## config.mk

```make
export PLATFORM = sky130hd
export DESIGN_NAME = mem_access_seq_flat
export DESIGN_NICKNAME = d
export VERILOG_FILES = /design/src/rtl/mem_access_seq_if.sv /design/src/rtl/mem_access_seq.sv /design/src/flat_wrapper.sv
export SDC_FILE = /design/constraint.sdc
export NUM_CORES = 1
export LEC_CHECK = 0
export CAP_MARGIN = 20
export CORE_ASPECT_RATIO = 1.75
export CORE_UTILIZATION = 40
export DETAILED_ROUTE_END_ITERATION = 8
export PLACE_DENSITY = 0.75
export SYNTH_ARGS = -nofsm -noshare
export SYNTH_HDL_FRONTEND = slang
export SYNTH_SLANG_ARGS = --single-unit
```

## constraint.sdc

```tcl
create_clock -name clk -period 2.2 [get_ports clk]
set_clock_uncertainty 0.2 [all_clocks]
set_input_delay 0.44 -clock clk [delete_from_list [all_inputs] [get_ports clk]]
set_output_delay 0.44 -clock clk [all_outputs]
set_load 0.01 [all_outputs]
```

## src/rtl/mem_access_seq_if.sv

```systemverilog
// ---------------------------------------------------------------------------
// mem_access_seq_if
// Data-memory bus between the MEM-stage access sequencer and the data memory.
//
// Signals:
//   dmem_read, dmem_write  registered read / write strobes from the sequencer
//   dmem_addr              memory word/byte address
//   dmem_wdata             memory write data
//   dmem_byte_enable       byte lanes: [1] upper byte, [0] lower byte
//   dmem_resp              completion strobe from memory
//   dmem_rdata             read word from memory
//
// Modports:
//   master  the sequencer side (drives strobes, address, data, lanes)
//   slave   the memory side (drives resp and read data)
// ---------------------------------------------------------------------------
interface mem_access_seq_if;
    logic        dmem_read;
    logic        dmem_write;
    logic [15:0] dmem_addr;
    logic [15:0] dmem_wdata;
    logic [1:0]  dmem_byte_enable;
    logic        dmem_resp;
    logic [15:0] dmem_rdata;

    modport master (
        output dmem_read,
        output dmem_write,
        output dmem_addr,
        output dmem_wdata,
        output dmem_byte_enable,
        input  dmem_resp,
        input  dmem_rdata
    );

    modport slave (
        input  dmem_read,
        input  dmem_write,
        input  dmem_addr,
        input  dmem_wdata,
        input  dmem_byte_enable,
        output dmem_resp,
        output dmem_rdata
    );
endinterface

```

## src/rtl/mem_access_seq.sv

```systemverilog
// ---------------------------------------------------------------------------
// mem_access_seq
// LC-3b MEM-stage data-memory access sequencer. Turns a MEM-stage load/store
// control word into registered memory strobes, handles the two-step indirect
// accesses of LDI/STI, formats byte accesses, and stalls the pipeline until
// the access has completed.
//
// Ports:
//   clk        sole clock, rising edge
//   reset_n    asynchronous active-low reset
//   valid      MEM stage holds a live instruction
//   opcode     lc3b opcode of the MEM-stage instruction
//   mem_read   control-word read request
//   mem_write  control-word write request
//   addr       effective address (ALU result or trap vector address)
//   wdata      store source data
//   rdata_out  registered load result for writeback
//   stall      freezes the pipeline up to and including MEM
//   dmem       data-memory bus (master side)
//
// Timing: a strobe state spends its first cycle raising the registered
// strobe, then holds it until dmem_resp. With memory ready in the first
// strobe cycle, a simple access reaches DONE three cycles after the request
// and an indirect access five cycles after it.
// ---------------------------------------------------------------------------
module mem_access_seq (
    input  logic        clk,
    input  logic        reset_n,
    input  logic        valid,
    input  logic [3:0]  opcode,
    input  logic        mem_read,
    input  logic        mem_write,
    input  logic [15:0] addr,
    input  logic [15:0] wdata,
    output logic [15:0] rdata_out,
    output logic        stall,
    mem_access_seq_if.master dmem
);

    localparam logic [3:0] OP_LDB = 4'd2;
    localparam logic [3:0] OP_STB = 4'd3;
    localparam logic [3:0] OP_LDI = 4'd10;
    localparam logic [3:0] OP_STI = 4'd11;

    typedef enum logic [1:0] {
        IDLE,
        FIRST,
        INDIRECT,
        DONE
    } state_e;

    state_e      state_q, state_d;
    logic [3:0]  op_q, op_d;
    logic        is_write_q, is_write_d;
    logic        dmem_read_q, dmem_read_d;
    logic        dmem_write_q, dmem_write_d;
    logic [15:0] dmem_addr_q, dmem_addr_d;
    logic [15:0] dmem_wdata_q, dmem_wdata_d;
    logic [1:0]  dmem_be_q, dmem_be_d;
    logic [15:0] rdata_q, rdata_d;

    logic        strobe_active;
    logic        is_byte_op;
    logic        captured_indirect;
    logic [15:0] load_value;

    assign strobe_active     = dmem_read_q | dmem_write_q;
    assign is_byte_op        = (opcode == OP_LDB) || (opcode == OP_STB);
    assign captured_indirect = (op_q == OP_LDI) || (op_q == OP_STI);

    // Byte loads pick the lane that was enabled and zero-extend it.
    assign load_value = (op_q == OP_LDB)
                      ? (dmem_be_q[1] ? {8'h00, dmem.dmem_rdata[15:8]}
                                      : {8'h00, dmem.dmem_rdata[7:0]})
                      : dmem.dmem_rdata;

    // State and registered outputs. Reset abandons any access in flight.
    always_ff @(posedge clk or negedge reset_n) begin
        if (!reset_n) begin
            state_q      <= IDLE;
            op_q         <= 4'd0;
            is_write_q   <= 1'b0;
            dmem_read_q  <= 1'b0;
            dmem_write_q <= 1'b0;
            dmem_addr_q  <= 16'h0000;
            dmem_wdata_q <= 16'h0000;
            dmem_be_q    <= 2'b00;
            rdata_q      <= 16'h0000;
        end else begin
            state_q      <= state_d;
            op_q         <= op_d;
            is_write_q   <= is_write_d;
            dmem_read_q  <= dmem_read_d;
            dmem_write_q <= dmem_write_d;
            dmem_addr_q  <= dmem_addr_d;
            dmem_wdata_q <= dmem_wdata_d;
            dmem_be_q    <= dmem_be_d;
            rdata_q      <= rdata_d;
        end
    end

    // Next-state and stall. Address, data and lanes are formatted at capture
    // time so they stay frozen while the access is in flight. dmem_resp is
    // only honoured while a strobe is actually up.
    always_comb begin
        state_d      = state_q;
        op_d         = op_q;
        is_write_d   = is_write_q;
        dmem_read_d  = dmem_read_q;
        dmem_write_d = dmem_write_q;
        dmem_addr_d  = dmem_addr_q;
        dmem_wdata_d = dmem_wdata_q;
        dmem_be_d    = dmem_be_q;
        rdata_d      = rdata_q;
        stall        = 1'b0;

        case (state_q)
            IDLE: begin
                // A request with both directions set is malformed and dropped.
                if (valid && (mem_read ^ mem_write)) begin
                    stall        = 1'b1;
                    op_d         = opcode;
                    is_write_d   = mem_write;
                    dmem_addr_d  = is_byte_op ? addr : {addr[15:1], 1'b0};
                    dmem_be_d    = is_byte_op ? (addr[0] ? 2'b10 : 2'b01) : 2'b11;
                    dmem_wdata_d = (opcode == OP_STB) ? {wdata[7:0], wdata[7:0]} : wdata;
                    state_d      = FIRST;
                end
            end

            FIRST: begin
                stall = 1'b1;
                if (!strobe_active) begin
                    // LDI and STI both fetch the pointer first, so their first
                    // access is always a read.
                    if (captured_indirect || !is_write_q) begin
                        dmem_read_d = 1'b1;
                    end else begin
                        dmem_write_d = 1'b1;
                    end
                end else if (dmem.dmem_resp) begin
                    dmem_read_d  = 1'b0;
                    dmem_write_d = 1'b0;
                    if (captured_indirect) begin
                        dmem_addr_d = {dmem.dmem_rdata[15:1], 1'b0};
                        dmem_be_d   = 2'b11;
                        state_d     = INDIRECT;
                    end else begin
                        if (!is_write_q) begin
                            rdata_d = load_value;
                        end
                        state_d = DONE;
                    end
                end
            end

            INDIRECT: begin
                stall = 1'b1;
                if (!strobe_active) begin
                    if (op_q == OP_STI) begin
                        dmem_write_d = 1'b1;
                    end else begin
                        dmem_read_d = 1'b1;
                    end
                end else if (dmem.dmem_resp) begin
                    dmem_read_d  = 1'b0;
                    dmem_write_d = 1'b0;
                    if (op_q != OP_STI) begin
                        rdata_d = dmem.dmem_rdata;
                    end
                    state_d = DONE;
                end
            end

            DONE: begin
                // One released cycle; whatever is presented now is the next
                // instruction's request and is picked up back in IDLE.
                state_d = IDLE;
            end

            default: begin
                state_d = IDLE;
            end
        endcase
    end

    assign dmem.dmem_read        = dmem_read_q;
    assign dmem.dmem_write       = dmem_write_q;
    assign dmem.dmem_addr        = dmem_addr_q;
    assign dmem.dmem_wdata       = dmem_wdata_q;
    assign dmem.dmem_byte_enable = dmem_be_q;
    assign rdata_out             = rdata_q;

endmodule

```

## src/flat_wrapper.sv

```systemverilog
// flat-port wrapper written by rule: the top's interface ports become plain ports
module mem_access_seq_flat 
  (clk, reset_n, valid, opcode, mem_read, mem_write, addr, wdata, rdata_out, stall, dmem_dmem_read, dmem_dmem_write, dmem_dmem_addr, dmem_dmem_wdata, dmem_dmem_byte_enable, dmem_dmem_resp, dmem_dmem_rdata);
  mem_access_seq_if dmem_i ();
  input  logic clk;
  input  logic reset_n;
  input  logic valid;
  input  logic [3:0] opcode;
  input  logic mem_read;
  input  logic mem_write;
  input  logic [15:0] addr;
  input  logic [15:0] wdata;
  output logic [15:0] rdata_out;
  output logic stall;
  output wire logic [$bits(dmem_i.dmem_read)-1:0] dmem_dmem_read;
  output wire logic [$bits(dmem_i.dmem_write)-1:0] dmem_dmem_write;
  output wire logic [$bits(dmem_i.dmem_addr)-1:0] dmem_dmem_addr;
  output wire logic [$bits(dmem_i.dmem_wdata)-1:0] dmem_dmem_wdata;
  output wire logic [$bits(dmem_i.dmem_byte_enable)-1:0] dmem_dmem_byte_enable;
  input wire logic [$bits(dmem_i.dmem_resp)-1:0] dmem_dmem_resp;
  input wire logic [$bits(dmem_i.dmem_rdata)-1:0] dmem_dmem_rdata;
  assign dmem_dmem_read = dmem_i.dmem_read;
  assign dmem_dmem_write = dmem_i.dmem_write;
  assign dmem_dmem_addr = dmem_i.dmem_addr;
  assign dmem_dmem_wdata = dmem_i.dmem_wdata;
  assign dmem_dmem_byte_enable = dmem_i.dmem_byte_enable;
  assign dmem_i.dmem_resp = dmem_dmem_resp;
  assign dmem_i.dmem_rdata = dmem_dmem_rdata;
  mem_access_seq u_core (.clk(clk), .reset_n(reset_n), .valid(valid), .opcode(opcode), .mem_read(mem_read), .mem_write(mem_write), .addr(addr), .wdata(wdata), .rdata_out(rdata_out), .stall(stall), .dmem(dmem_i));
endmodule
```

==> results.py <==
metrics = {
    "status": {
        "outcome": "complete, no violations",
    },
    "worst_setup_path": {
        "cpPeakStageDelay_ns": 0.48,
        "worstSetupEndpointType": "primary output",
        "crit_path_start_kind": "input pin",
        "crit_buf_inv": 2,
        "cp_max_fo": 2,
        "worstPathRequired_ns": 1.56,
        "crit_type": "input pin to primary output",
        "critPathTopFamily": "buffers and inverters",
        "arrival_ns": 1.55,
        "slowest_stage": "clkdlybuf4s50_1",
        "crit_chain": "clkdlybuf4s50_1 -> xor2_1 -> and2_4 -> nor2_2 -> nor2_1 -> buf_2",
    },
    "detailed_routing": {
        "drtPass1Iterations": 4,
        "antenna_left": 0,
        "wirelength_um": 7630,
        "drc": 0,
        "initialDrtViolationCount": 128,
        "drt-vias-per-instance": 5.00,
        "vias": 2458,
        "wl_per_cell_um": 15.5,
    },
    "floorplan": {
        "die_h_um": 114,
        "initial_core_util": 0.417,
        "die_width_um": 66.1,
        "num_io_pins": 111,
        "core-area_sq_um": 6910,
        "fp-row-count": 40,
        "die_area_sq_um": 7550,
    },
    "placed_design": {
        "place_congestion": 0.775,
        "dp_hpwl_um": 5660,
        "pre_cts_ws_ns": -0.538,
        "portBuffers": 110,
        "post-place-cells": 471,
        "dpl-instance-area_sq_um": 4250,
    },
    "synth": {
        "synth_area_leaders": "dfrtp_1, mux2_2, mux2i_1, inv_1, a221oi_1",
        "synthDistinctLibCells": 38,
        "synth_top_area_cell": "dfrtp_1",
        "syn_inst": 262,
        "ys_warn_count": 0,
        "ys.flop_type": "dfrtp_1",
        "avgSynthCellArea_sq_um": 11.0,
        "yosys_register_bits": 59,
        "yosysTopAreaCellShare": 0.513,
        "syn_nets": 325,
        "yosys.cell_count.top_type": "dfrtp_1",
        "synth_common_cells": "dfrtp_1, inv_1, nor2_1",
        "synth-edff-count": 0,
        "synth_area_sq_um": 2880,
        "synthArstFlopShare": 1.00,
        "ys_seq_area_frac": 0.513,
    },
    "global_routing": {
        "grt_pass1_wl_um": 12100,
        "grt_overflow_total": 0,
        "track_usage": 0.217,
        "grt_pass1_vias": 2637,
        "antenna_found_initial": 0,
        "grt_max_degree": 60,
    },
    "timing": {
        "hold_viol": 0,
        "max_slew.worst_pin.slew_ns": 0.421,
        "slew_headroom": 0.716,
        "finalWorstSetupSlack_ns": 0.00908,
        "grt_setup_unrepaired": "yes",
        "slew_violations": 0,
        "min_period_over_period": 0.996,
        "finalSetupViolCount": 0,
        "fmax_mhz": 456,
        "hold_slack_ns": 0.230,
        "period_minus_slack_ns": 2.19,
    },
    "finish": {
        "finalInstanceArea_sq_um": 4640,
        "layoutNonFillerInstCount": 492,
        "drive_gt1_frac": 0.203,
        "fillers": 544,
        "area_delta_synth_final_pct": 61.1,
        "nets": 468,
        "antenna_cells": 0,
    },
    "cts": {
        "clockRootBuffer": "clkbuf_16",
        "clk_path_buf_depth": 2,
        "cts_tree": "built",
        "cts_made_buffers": 9,
        "clk_pin_slew_ns": 0.05,
        "clock_sinks": 59,
        "htreeDepth": 3,
        "clkLatencyLatePin_ns": 0.32,
    },
    "power": {
        "switching_share": 0.321,
        "power_leakage_nw": 2.20,
        "p_per_area_nw_per_um2": 1320,
        "switching_power_mw": 1.96,
        "pwr-share-comb": 0.478,
        "p_int_mw": 4.14,
        "peakVddDrop_v": 0.000844,
        "p_seq_frac": 0.304,
        "clockPowerShare": 0.217,
        "finalPower_mw": 6.10,
    },
    "hold_path": {
        "hp-class": "input pin to flop",
    },
    "run": {
        "cap_violations": 0,
    },
}
[metal layers]
layer  up-vias  routed length, um  GRT usage
li1       1183                  -          -
met1      1159               2760      0.215
met2       102               4220      0.397
met3        14                509     0.0677
met4         0                145     0.0979
met5         -                  0          0
[cell usage in the layout (no fill, tap or decap), drive strengths merged, types with 3 or more instances in the layout]
cell / n
clkbuf: 11
nand3: 4
a221oi: 15
buf: 33
ha: 5
o21ai: 3
mux2: 23
nand2: 11
nor2: 27
clkdlybuf4s50: 107
dfrtp: 59
mux2i: 23
and2: 3
a31oi: 3
a21oi: 10
inv: 43
nor3b: 4
[logic make-up after synthesis]
| kind of cell | share of synthesized area |
|---|---|
| flip-flops | 0.513 |
| AND/OR/NAND/NOR | 0.0983 |
| buffers and inverters | 0.0757 |
| multiplexers | 0.173 |
| AO/OA/AOI/OAI | 0.116 |
| adder cells (fa/ha/maj) | 0.0217 |
| XOR/XNOR | 0.00304 |
[worst reg2reg max path: cells and delay by family (launching register included)]
kind / cells / cell delay [ns]
buffers and inverters: 3 / 0.49
AND/OR/NAND/NOR: 2 / 0.32
flip-flops: 1 / 0.39
adder cells (fa/ha/maj): 1 / 0.18
multiplexers: 1 / 0.36
[power by group through the flow]
stage	Clock (mW)	Combinational, mW	Sequential (mW)
after global placement	0	2.75	1.85
final	1.33	2.92	1.86
after floorplan	0	1.18	2.03
after global routing	1.41	3.15	1.92
after detailed placement	0	2.81	1.86
after CTS	1.36	2.86	1.85
[registers in the layout, indices dropped and copies added (netlist names)]
register,count
u_core.op_q,4
u_core.dmem.dmem_write,1
u_core.state_q,2
u_core.dmem.dmem_byte_enable,2
u_core.dmem.dmem_addr,16
u_core.rdata_out,16
u_core.is_write_q,1
u_core.dmem.dmem_read,1
u_core.dmem.dmem_wdata,16
[cell type report]
class,instances,area (sq um),share of cell area
clock buffer,11,243,0.0524
clock inverter,3,40.0,0.00864
inverter,43,164,0.0354
multi-input combinational,150,1220,0.263
sequential,59,1480,0.318
tap,84,105,0.0227
timing repair buffer,142,1390,0.300
[final timing paths]
| path | to | slack (ns) | startpoint | cells after the start |
|---|---|---|---|---|
| worst max-delay path | stall | 0.009 | mem_read | 6 |
| worst min-delay path | u_core.is_write_q | 0.23 | mem_write | 2 |
| worst max register to register | u_core.dmem.dmem_wdata[5] | 0.15 | u_core.state_q[0] | 7 |
| worst min register to register | u_core.dmem.dmem_byte_enable[0] | 0.30 | u_core.dmem.dmem_byte_enable[0] | 1 |
| max in group asynchronous | u_core.dmem.dmem_addr[6] | 1.06 | reset_n | 3 |
| min in group asynchronous | u_core.rdata_out[15] | 0.45 | reset_n | 3 |
[per-stage QoR]
stage	util	TNS [ns]
2_1_floorplan	-	0
3_3_place_gp	0.615	-11.69
3_5_place_dp	0.615	-13.11
4_1_cts	0.664	-0.0144
5_1_grt	0.671	-0.0656
6_report	0.671	0
[what timing repair did]
action / CTS / global route
hold buffers: 1 / 0
setup endpoints to repair: 16 / 24
pin swaps: 2 / 3
buffers inserted: 4 / 2
endpoints found under the hold margin: 59 / 0
gates resized for setup: 7 / 7
(Power assumes the default switching activity.)
